<file path="config.mk">
export PLATFORM = sky130hd
export DESIGN_NAME = tt_um_spike_encoder
export DESIGN_NICKNAME = d
export VERILOG_FILES = /design/src/rtl/tt_um_spike_encoder.sv
export SDC_FILE = /design/constraint.sdc
export NUM_CORES = 1
export LEC_CHECK = 0
export ABC_AREA = 1
export ABC_CLOCK_PERIOD_IN_PS = 2270
export BUFFER_PORTS_ARGS = -buffer_cell sky130_fd_sc_hd__clkbuf_2
export CORE_MARGIN = 2
export CORE_UTILIZATION = 57
export CTS_CLUSTER_DIAMETER = 150
export CTS_CLUSTER_SIZE = 30
export DETAILED_ROUTE_END_ITERATION = 10
export GPL_TIMING_DRIVEN = 0
export PLACE_DENSITY = 0.8
export SYNTH_ARGS = -nofsm -noshare
export SYNTH_HDL_FRONTEND = slang
export SYNTH_SLANG_ARGS = --single-unit
</file>
<file path="constraint.sdc">
create_clock -name clk -period 2.27 [get_ports clk]
set_input_delay 0.1135 -clock clk [delete_from_list [all_inputs] [get_ports clk]]
set_output_delay 0.1135 -clock clk [all_outputs]
set_load 0.01 [all_outputs]
</file>
<file path="src/rtl/tt_um_spike_encoder.sv">
// Rate-to-spike encoder: a 256-step window turns an 8-bit intensity into a
// spike train, either by accumulator carry (deterministic) or LFSR compare (stochastic).
module tt_um_spike_encoder #(
  parameter int         REFRAC    = 0,
  parameter logic [7:0] LFSR_SEED = 8'hB8
) (
  input  logic       clk,
  input  logic       rst_n,
  input  logic       ena,
  input  logic [7:0] ui_in,
  input  logic [7:0] uio_in,
  output logic [7:0] uo_out,
  output logic [7:0] uio_out,
  output logic [7:0] uio_oe
);

  localparam logic [1:0] IDLE = 2'd0;
  localparam logic [1:0] RUN  = 2'd1;
  localparam logic [1:0] DONE = 2'd2;

  localparam logic [3:0] REFRAC_LOAD = 4'(REFRAC);
  localparam logic [5:0] COUNT_MAX   = 6'd63;

  logic [1:0] state;
  logic [7:0] rate;
  logic [7:0] acc;
  logic [7:0] window;
  logic [3:0] refrac;
  logic [5:0] count;
  logic [7:0] lfsr;
  logic       spike;
  logic       done;

  logic       load;
  logic       pause;
  logic       mode;
  logic [8:0] sum;
  logic [7:0] lfsr_next;
  logic       raw_spike;
  logic       fire;
  logic       unused_uio;

  assign load  = uio_in[0];
  assign pause = uio_in[1];
  assign mode  = uio_in[2];
  assign unused_uio = &{1'b0, uio_in[7:3]};

  assign sum       = {1'b0, acc} + {1'b0, rate};
  // Fibonacci taps 8,6,5,4 -> state bits 7,5,4,3, fed back into bit 0
  assign lfsr_next = {lfsr[6:0], lfsr[7] ^ lfsr[5] ^ lfsr[4] ^ lfsr[3]};
  assign raw_spike = mode ? (lfsr < rate) : sum[8];
  assign fire      = raw_spike && (refrac == 4'd0);

  always_ff @(posedge clk or negedge rst_n) begin
    if (!rst_n) begin
      state  <= IDLE;
      rate   <= 8'd0;
      acc    <= 8'd0;
      window <= 8'd0;
      refrac <= 4'd0;
      count  <= 6'd0;
      lfsr   <= LFSR_SEED;
      spike  <= 1'b0;
      done   <= 1'b0;
    end else if (ena) begin
      if (load) begin
        state  <= RUN;
        rate   <= ui_in;
        acc    <= 8'd0;
        window <= 8'd0;
        refrac <= 4'd0;
        count  <= 6'd0;
        lfsr   <= LFSR_SEED;
        spike  <= 1'b0;
        done   <= 1'b0;
      end else begin
        case (state)
          RUN: begin
            if (pause) begin
              spike <= 1'b0;
            end else begin
              window <= window + 8'd1;
              lfsr   <= lfsr_next;
              if (!mode) acc <= sum[7:0];
              spike <= fire;
              // A carry blocked by the refractory period is simply lost
              if (fire) begin
                refrac <= REFRAC_LOAD;
                if (count != COUNT_MAX) count <= count + 6'd1;
              end else if (refrac != 4'd0) begin
                refrac <= refrac - 4'd1;
              end
              if (window == 8'hFF) begin
                state <= DONE;
                done  <= 1'b1;
              end
            end
          end
          DONE: begin
            spike <= 1'b0;
          end
          IDLE: begin
            spike <= 1'b0;
            done  <= 1'b0;
            count <= 6'd0;
          end
          default: begin
            state <= IDLE;
            spike <= 1'b0;
            done  <= 1'b0;
            count <= 6'd0;
          end
        endcase
      end
    end
  end

  assign uo_out  = {count, done, spike & ena};
  assign uio_out = 8'h00;
  assign uio_oe  = 8'h00;

endmodule
</file>
# Word-level counts from Yosys, hierarchy flattened
# Cells that the tools add are included.
[op_classes] eq_ne=12 order_cmp=1 bitwise_logic=4 mux=32 n_addsub=4 n_reduce_logical=14
[op_table] op="$mux 8" n=10
[op_table] op="$mux 6" n=4
[op_table] op="$mux 4" n=5
[op_table] op="$reduce_and 4->1" n=4
[op_table] op="$ne 3x3->1 const B" n=4
[op_table] op="$pmux 6 s2" n=1
[op_table] op="$add 8x8->9" n=1
[op_table] op="$add 8x1->8 const B" n=1
[op_table] op="$eq 8x8->1 const B" n=1
[op_table] op="$lt 8x8->1" n=1
[op_table] op="$mux 1" n=7
[op_table] op="$add 6x1->6 const B" n=1
[op_table] op="$mux 2" n=3
[op_table] op="$ne 2x2->1 const B" n=3
[op_table] op="$ne 6x6->1 const B" n=1
[op_table] op="$reduce_and 5->1" n=1
[op_table] op="$logic_not 4->1" n=1
[op_table] op="$pmux 2 s2" n=1
[op_table] op="$reduce_bool 4->1" n=1
[op_table] op="$sub 4x1->4 const B" n=1
[op_table] op="$reduce_and 3->1" n=1
[op_table] op="$reduce_bool 3->1" n=1
[op_table] op="$xor 1x1->1" n=3
[op_table] op="$eq 2x1->1 const B" n=1
[op_table] op="other kinds (9)" n=9
[totals] inputBits=19 regBits=46 elab_cells=76 output_inout_bits=24

# Logic depth before layout (Yosys ltp)
# Gate-level depths: netlist of run 1.
[depth] ltp_word=7 ltp_mapped=14 depth_no_buf=14

# Worst setup path before layout of run 1
# No wires, ideal clock.
[synth_path] path_kind="reg-to-reg" start="register rate[0]" end="register count[2]" setup_slack_ns=0.339 period_less_slack_ns=1.931 t_arrival_ns=1.814 path_buffers=0 path_stages_with_launch=14 setup_ns=0.117 required_time_ns=2.153 path_cell_list="dfrtp_1 ha_1 inv_1 fa_1 inv_1 nand3_1 nand2_1 nand3_1 a21oi_1 nand3_1 nand2_2 nand2_2 nand2_1 nand2_1"
[synth_between] elab_chain_len=5 word_cells_on_any_way=6 cone_classes="add/sub (1); order compare (1); eq/ne (1); mux (1); reduce/logical (2)"
[synth_lines] item="start, declared" line_no="25" source="logic [7:0] rate;"
[synth_lines] item="start signal, assigned" line_no="68" source="rate <= ui_in;"
[synth_lines] item="$add 8x8->9 / $lt 8x8->1 (equally long branches)" line_no="48, 51"
[synth_lines] item="$mux 1 *" line_no="51" source="assign raw_spike = mode ? (lfsr < rate) : sum[8];"
[synth_lines] item="$logic_and 1x1->1 *" line_no="52" source="assign fire = raw_spike && (refrac == 4'd0);"
[synth_lines] item="$ne 3x3->1 (no source line) *"
[synth_lines] item="$reduce_and 5->1 (no source line) *"
[synth_lines] item="end signal, assigned" line_no="89" source="if (count != COUNT_MAX) count <= count + 6'd1;"
[synth_lines] item="end, declared" line_no="29" source="logic [5:0] count;"
# Mark *: on every way between the ends. The rest lies on a longest branch, timed or not.
# A chain may end at the register's enable or synchronous reset.

# Worst setup path in the final report of run 1
[layout_path] start="register rate[0]" end="register count[1]"
# The elaborated chain is that of the path after synthesis.

==> results list, run 1 <==
* DP Area: 3040 µm²
- Total Routed Length: 5.42 mm
* I/O pin total: 43
- Floorplan core area: 4720 µm²
- CTS tree: built
* Flip-flop and latch area: approximately 1200 µm²
- The H-tree was split into 2 levels.
* Run status: completed
- Count of filler cells inserted in the layout: 392
- The congestion estimate from routability-driven global placement came to 0.929.
* Global-route wire length before repair: between 9 and 10 mm
- Dividing the final minimum period by the clock period gives 92.4%.
* Source-to-sink clock delay at the later pin of the worst-skew pair: 0.30 ns
* Post-route clock skew: 0.00461 ns
- Largest buffer count on any clock path: 2
* Post-synthesis cell area: 2800 µm²
- For the final routed database, the setup TNS stands at 0 ns.
- The synthesized design devotes to its leading area cell type 37.6% of total area.
- For flop-to-flop paths, the worst setup slack is about 0.17 ns.
* Power Density: 678 nW/µm²
- STA classifies the critical path endpoint as a register.
* XOR/XNOR share of the synthesized area: 2.82%
* Maxcap violations: 0
- DRC errors left: 0
* Overall routing resource usage: 22.0%
- Post-synth EDFFs: 0
- The share of the Yosys chip area taken by registers is between 40% and 50%.
* Data arrival, critical path: 2.34 ns
- The most used flip-flop cell after synthesis is dfrtp_1.
- The first routing iteration left 109 violations.
- The number of antenna violations at the first check in global routing was 0.
- Hold violation count in the final report: 0
- The floorplan has 25 rows.
* Pre-Repair DR Iteration Count: 4
- Achievable clock frequency: 0.477 GHz
* Utilization after layout: between 60% and 70%
- Hold WC Path Type: in -> reg
- Type of the worst setup path: reg -> reg
* Simple logic cell fraction of the synthesized area: 23.1%
* Post-synth top area cell: dfrtp_1
- TritonCTS Buffers: 5
- Type of origin of the critical path: register
- The synthesized netlist devotes 8.76% of its cell area to adder and majority cells.
- Setup slack closes at 0.173 ns.
- The repair_antennas step left the layout with diodes totalling 0.
- Summing all multi-input logic gate instances after layout gives 1410 µm².
* Die Wd: 74.1 µm
* Largest net degree at the start of global routing: 47
- Nets@finish: about 430
- The cell count after synthesis came out at 347.
- Port buffering added 21 buffers.
- Worst path required time: around 2.5 ns
- The number of pins exceeding their max-slew limit in the final report came to 0.
- Timing analysis after detailed placement gives a worst setup slack of 0.0202 ns.
* Routed length per instance: 11.7 µm
- Detailed placement ended at an HPWL of between 4 and 5 mm.
* Maximum fanout along the worst path: 5
* Sinks on the clock net: 46
- The root buffer cell chosen for the clock tree is clkbuf_8.
* Overall via count from detail_route: between 2k and 2.5k
- Y dimension of the die: 74.1 µm
- Averaged over all synthesized cells, the footprint is about 8 µm².
* Vias in the first global route: 2126
- Commonest non-fill, non-tap cells in the layout: nand2_1 (83), inv_1 (47), dfrtp_1 (42)
- Fraction of final layout cells with drive strength greater than 1: roughly 18%
* Final non-filler cell total: 462
- By area, the combinational part of the netlist is dominated by simple AND/OR/NAND/NOR gates.
- Most area-consuming cells after synthesis: dfrtp_1 (38%), nand2_1 (11%), ha_1 (8.0%), inv_1 (6.3%), buf_4 (4.6%)
* Proportion of synthesized flip-flops having asynchronous set or reset: 100%
- From synthesis to final layout, the design area changed by 14.3%.
* Starting density of the core: 59.3%
- After synthesis, the netlist uses 38 different library cells.
- Leakage power: around 0.0017 µW
- Slew of the pin with the lowest slew margin: ~1.1 ns
- Dpl cells: 450
- Mux share of post-synthesis cell area: 0%
- The Yosys step of the flow raised 0 warnings.
* Worst VDD drop: 393 µV
- Setup violations remaining at the end of the flow were counted as 0.
- Commonest non-fill, non-tap cell in the layout: nand2_1
* Tmin final: 2.10 ns
- Area fraction in compound gates after synthesis: between 10% and 20%
- The worst pin sits at a relative slew slack of 24.9%.
* Finished layout cell area: 3200 µm²
* Total congestion overflow after global routing: 0
- Antenna-violating nets left: 0
- Clock-pin slew was measured on the worst setup and hold paths at 0.08 ns.
* Avg Vias per Cell: 4.99
* Die area: 5490 µm²
- Setup repair after global routing left no endpoint under its margin.
* Post-synthesis register bit count: between 40 and 50
-- routing by layer --
metal | up-vias | track usage [%] | part of all wire [%] | wire, µm
met5 | - | 0 | 0 | 0
met4 | 0 | 7.47 | 1.3 | 68
met3 | 9 | 4.88 | 4.4 | 238
met2 | 47 | 35.4 | 49 | 2680
met1 | 1062 | 29.6 | 45 | 2430
li1 | 1186 | - | - | -
-- timing repair --
item,CTS,global route
hold buffers,1,0
resized for setup,1,7
pin swaps,0,2
endpoints found under the setup margin,2,10
gates cloned,0,0
setup buffers,0,3
endpoints found under the hold margin,1,0
-- Yosys cell counts, types with 2 or more instances --
master / count
a21oi_1: 18
a22o_1: 2
a22oi_1: 3
buf_4: 17
dfrtp_1: 42
dfstp_2: 4
ha_1: 18
inv_1: 47
nand2_1: 84
nand2_2: 4
nand3_1: 20
nor2_1: 24
nor3_1: 4
o211ai_1: 2
o21ai_0: 19
o21ai_1: 6
o22ai_1: 4
o31ai_1: 2
xnor2_1: 5
xor2_1: 4
-- worst max-delay path, cell delays in order (launching register included) --
cell	delay (ns)
dfrtp_1	0.38
ha_2	0.19
inv_1	0.05
fa_2	0.33
inv_1	0.08
nand3_1	0.08
nand2_2	0.11
nand3_2	0.09
a21oi_2	0.21
nand3_2	0.12
nand2_4	0.12
buf_4	0.12
nand3_1	0.06
nand2_1	0.09
-- flip-flops by register name, summed over array words and instances, names as in the netlist --
signal and flops:
count 6, window 8, refrac 4, spike 1, acc 8, state 2
rate 8, done 1, lfsr 8
-- cell type report --
type | count | area share [%]
Buffer | 18 | 4.11
Clock buffer | 7 | 2.70
Clock inverter | 1 | 0.156
Inverter | 50 | 5.94
Multi-Input combinational cell | 248 | 44.0
Sequential cell | 46 | 36.1
Tap cell | 67 | 2.62
Timing Repair Buffer | 25 | 4.30
-- logic make-up after synthesis --
| group | Yosys count |
|---|---|
| adder cells (fa/ha/maj) | 19 |
| XOR/XNOR | 9 |
| buffers and inverters | 68 |
| AND/OR/NAND/NOR | 144 |
| flip-flops | 46 |
| AO/OA/AOI/OAI | 60 |
| other | 1 |
-- power by group --
| part | switching, µW | internal, µW | total (µW) | leakage [µW] |
|---|---|---|---|---|
| registers | 76.1 | 925 | 1000 | 0.000604 |
| clock network | 270 | 246 | 516 | 0.0000482 |
| logic | 386 | 267 | 653 | 0.00103 |
-- final timing paths --
kind / start / endpoint / cells after the start
min in group asynchronous: rst_n / acc[1] / 1
max reg2reg: rate[0] / count[1] / 13
min: ui_in[1] / rate[1] / 3
max in group asynchronous: rst_n / window[5] / 1
max: rate[0] / count[1] / 13
min reg2reg: done / done / 2
-- stage by stage --
stage | hold slack (ns) | total power, µW
after floorplan | -0.182 | 1490
after global placement | 0.313 | 1610
after detailed placement | 0.315 | 1640
after CTS | 0.0116 | 2160
after global routing | 0.0276 | 2330
final | 0.0150 | 2170
Note: power is estimated with default switching activity, not from simulation.
==> run 2, diff against run 1 <==
- ABC_CLOCK_PERIOD_IN_PS: 2270 -> 2000
- clock period: 2.27 -> 2 ns (I/O delays scaled with it)
==> run 2 against run 1 <==
The run now ends with negative setup slack left. Sequential power grew 14%. Worst hold slack lost 0.012 ns. Register-to-register slack lost 0.23 ns. Sequential share of layout area shrank 1.2 points. Power grew 16%. Critical path type unchanged. Largest power group unchanged. Highest routed layer unchanged.
==> results list, run 2 (synthesis gave the netlist of run 1 again) <==
- The startpoint kind of the worst setup timing path is a register (unchanged).
- Power Density: 757 nW/µm² (was 678 nW/µm²)
* Final HPWL from detailed placement: 4.04 mm (unchanged)
- The met2 wire length is 2.97 mm (was 2.68 mm).
- The number of port buffers was 21 (unchanged).
- The number of global-route vias before repair came to 2175 (was 2126).
* Total chip power: 2510 µW (was 2170 µW)
* Starting DRT DRC Count: 140 (was 109)
- The highest-delay cell along the critical path is dfrtp_1 (unchanged).
- The wire length after detailed routing came to 5.84 mm (was 5.42 mm).
- Type of the worst setup path: reg -> reg (unchanged)
- Overall routing resource usage: 22.8% (was 22.0%)
* H-tree depth: 2 (unchanged)
- The actual transition at the worst max-transition pin is 1.13 ns (about the same).
- Die Wd: 74.1 µm (unchanged)
- Largest buffer count on any clock path: 2 (unchanged)
* Achievable clock frequency: 0.485 GHz (was 0.477 GHz)
* Post-route clock period utilization: 103% (was 92.4%)
- The die area is 5490 µm² (unchanged).
* Setup repair after global routing missed its margin: true (was false)
- The count of final setup violators came to 6 (was 0).
* DRC errors left: 0 (unchanged)
- Finished layout cell area: 3310 µm² (was 3200 µm²)
- The CTS tree is built (unchanged).
* Overall via count from detail_route: 2373 (was 2304)
- Largest stage delay on the critical path: 0.38 ns (about the same)
* Violations in the final reports: negative setup slack
- Data arrival, critical path: 2.26 ns (was 2.34 ns)
* Count of cells along the worst register-to-register path: 13 (unchanged)
* Clock transition at the registers of the reported paths: 0.08 ns (about the same)
- The number of antenna violations at the first check in global routing came to 0 (unchanged).
- The net total in the final layout is 439 (was 432).
* Origin of the critical flop-to-flop path: rate[0] (unchanged)
- Layout overhead on the synthesized area: 18.3% (was 14.3%)
* TritonCTS Buffers: 5 (unchanged)
* Worst path required time: 2.20 ns (was 2.51 ns)
- Worst VDD drop: 457 µV (was 393 µV)
- Fraction of final layout cells with drive strength greater than 1: 21.6% (was 18.2%)
- Maximum fanout along the worst path: 6 (was 5)
* Critical path, cell by cell: ha_2, inv_2, fa_2, inv_2, nand3_2, nand2_4, nand3_4, a21oi_4, nand3_2, nand2_4, nand2_4, nand2_2, nand2_2 (was ha_2, inv_1, fa_2, inv_1, nand3_1, nand2_2, nand3_2, a21oi_2, nand3_2, nand2_4, buf_4, nand3_1, nand2_1)
- Hold violation count in the final report: 0 (unchanged)
- The dominant delay contributor by cell family on the critical path is simple AND/OR/NAND/NOR gates (unchanged).
* Hold WC Path Type: in -> async (was in -> reg)
- Post-route worst setup slack: -0.0614 ns (was 0.173 ns)
- The aggregate global routing overflow came to 0 (unchanged).
- Capture instance of the worst register-to-register path: count[5] (was count[1])
- The vias per cell was 5.06 (was 4.99).
- Worst-case register-to-register setup slack: -0.06 ns (was 0.17 ns)
- Floorplan core area: 4720 µm² (unchanged)
- Global-route wire length before repair: 9.57 mm (was 9.27 mm)
- Commonest non-fill, non-tap cell in the layout: nand2_1 (unchanged)
- The minimum clock period came to 2.06 ns (was 2.10 ns).
* Source-to-sink clock delay at the later pin of the worst-skew pair: 0.30 ns (about the same)
- The number of pins exceeding their max-slew limit in the final report came to 0 (unchanged).
* Y dimension of the die: 74.1 µm (unchanged)
- Placement Setup Slack: -0.250 ns (was 0.0202 ns)
* Most numerous cell on the critical path: nand2_4
- The clock root buffer is clkbuf_8 (unchanged).
* DP Area: 3040 µm² (unchanged)
- Commonest non-fill, non-tap cells in the layout: nand2_1 (79), inv_1 (45), dfrtp_1 (42) (was nand2_1 (83), inv_1 (47), dfrtp_1 (42)).
- The pin count of the biggest net entering global routing came to 47 (unchanged).
* I/O pin total: 43 (unchanged)
* Routed length per instance: 12.4 µm (was 11.7 µm)
* Endpoint class of the critical path: register (unchanged)
- Count of filler cells inserted in the layout: 375 (was 392)
* Highest signal layer in the routed design: met4 (unchanged)
* Max_slew headroom: 24.5% (was 24.9%)
* Run status: finished, violations left (was completed)
- Row count: 25 (unchanged)
- The number of detailed-route iterations in the first pass was 5 (was 4).
* Met1 routed wirelength after detailed routing: 2.55 mm (was 2.43 mm)
* Maxcap violations: 0 (unchanged)
- Post-route clock skew: 0.00493 ns (was 0.00461 ns)
- The final weighted congestion in routability-driven placement came to 0.929 (unchanged).
* Critical path buffers and inverters: 2 (was 3)
- The met3 wire length was 231 µm (was 238 µm).
- The clock sink total came to 46 (unchanged).
- Antenna-violating nets left: 0 (unchanged)
- The effective utilization at floorplan is 59.3% (unchanged).
- The leakage component of the power is 0.00173 µW (was 0.00168 µW).
* Diode count: 0 (unchanged)
==> run 2: cell types whose count changed in the layout (fill, tap and decap cells not counted), sizes merged <==
| cell | previous run | this run |
|---|---|---|
| buf | 20 | 26 |
| dlygate4sd3 | 1 | 2 |
==> run 2: metrics by stage <==
step                      instances  util, %  setup TNS, ns  hold WS, ns
final                           469     70.1         -0.273      0.00275
after global routing            469     70.1          -1.75       0.0248
after CTS                       467     68.6        -0.0459      0.00609
after detailed placement        450     64.5          -2.05        0.302
after global placement          450     64.5          -1.82        0.299
after floorplan                 362        -              0       -0.196
==> run 2: timing repair <==
action | CTS | global route
endpoints found under the hold margin | 2 | 0
pin swaps | 9 | 10
gates resized for setup | 10 | 14
setup buffers | 7 | 2
hold buffers | 2 | 0
endpoints found under the setup margin | 11 | 12
==> run 2: power by group <==
| group | internal [µW] | switching, µW |
|---|---|---|
| Combinational | 322 | 462 |
| Clock | 279 | 307 |
| Sequential | 1050 | 87.2 |
| Total | 1650 | 856 |
==> run 2: how the worst max path moves through the flow <==
stage	startpoint	endpoint	slack [ns]	depth (start not counted)
floorplan	rate[0]	count[2]	0.07	13
detailed placement	rate[0]	count[5]	-0.25	13
finish	rate[0]	count[5]	-0.06	13
CTS	rate[0]	count[5]	-0.02	13
global placement	rate[0]	count[0]	-0.23	13
global route	rate[0]	count[0]	-0.19	13
==> run 2: routing by layer <==
metal | up-vias | global-route usage [%]
li1 | 1196 | -
met1 | 1110 | 30.3
met2 | 52 | 37.3
met3 | 15 | 4.88
met4 | 0 | 7.68
met5 | - | 0
==> run 2: final cells by class <==
cell class / instances / area [µm²] / area share (%)
inverters: 50 / 190 / 5.74
clock buffers: 7 / 86.3 / 2.61
repair buffers: 32 / 204 / 6.16
flip-flops and latches: 46 / 1160 / 34.9
well taps: 67 / 83.8 / 2.53
plain buffers: 18 / 131 / 3.97
clock inverters: 1 / 5.00 / 0.151
multi-input cells: 248 / 1450 / 43.9
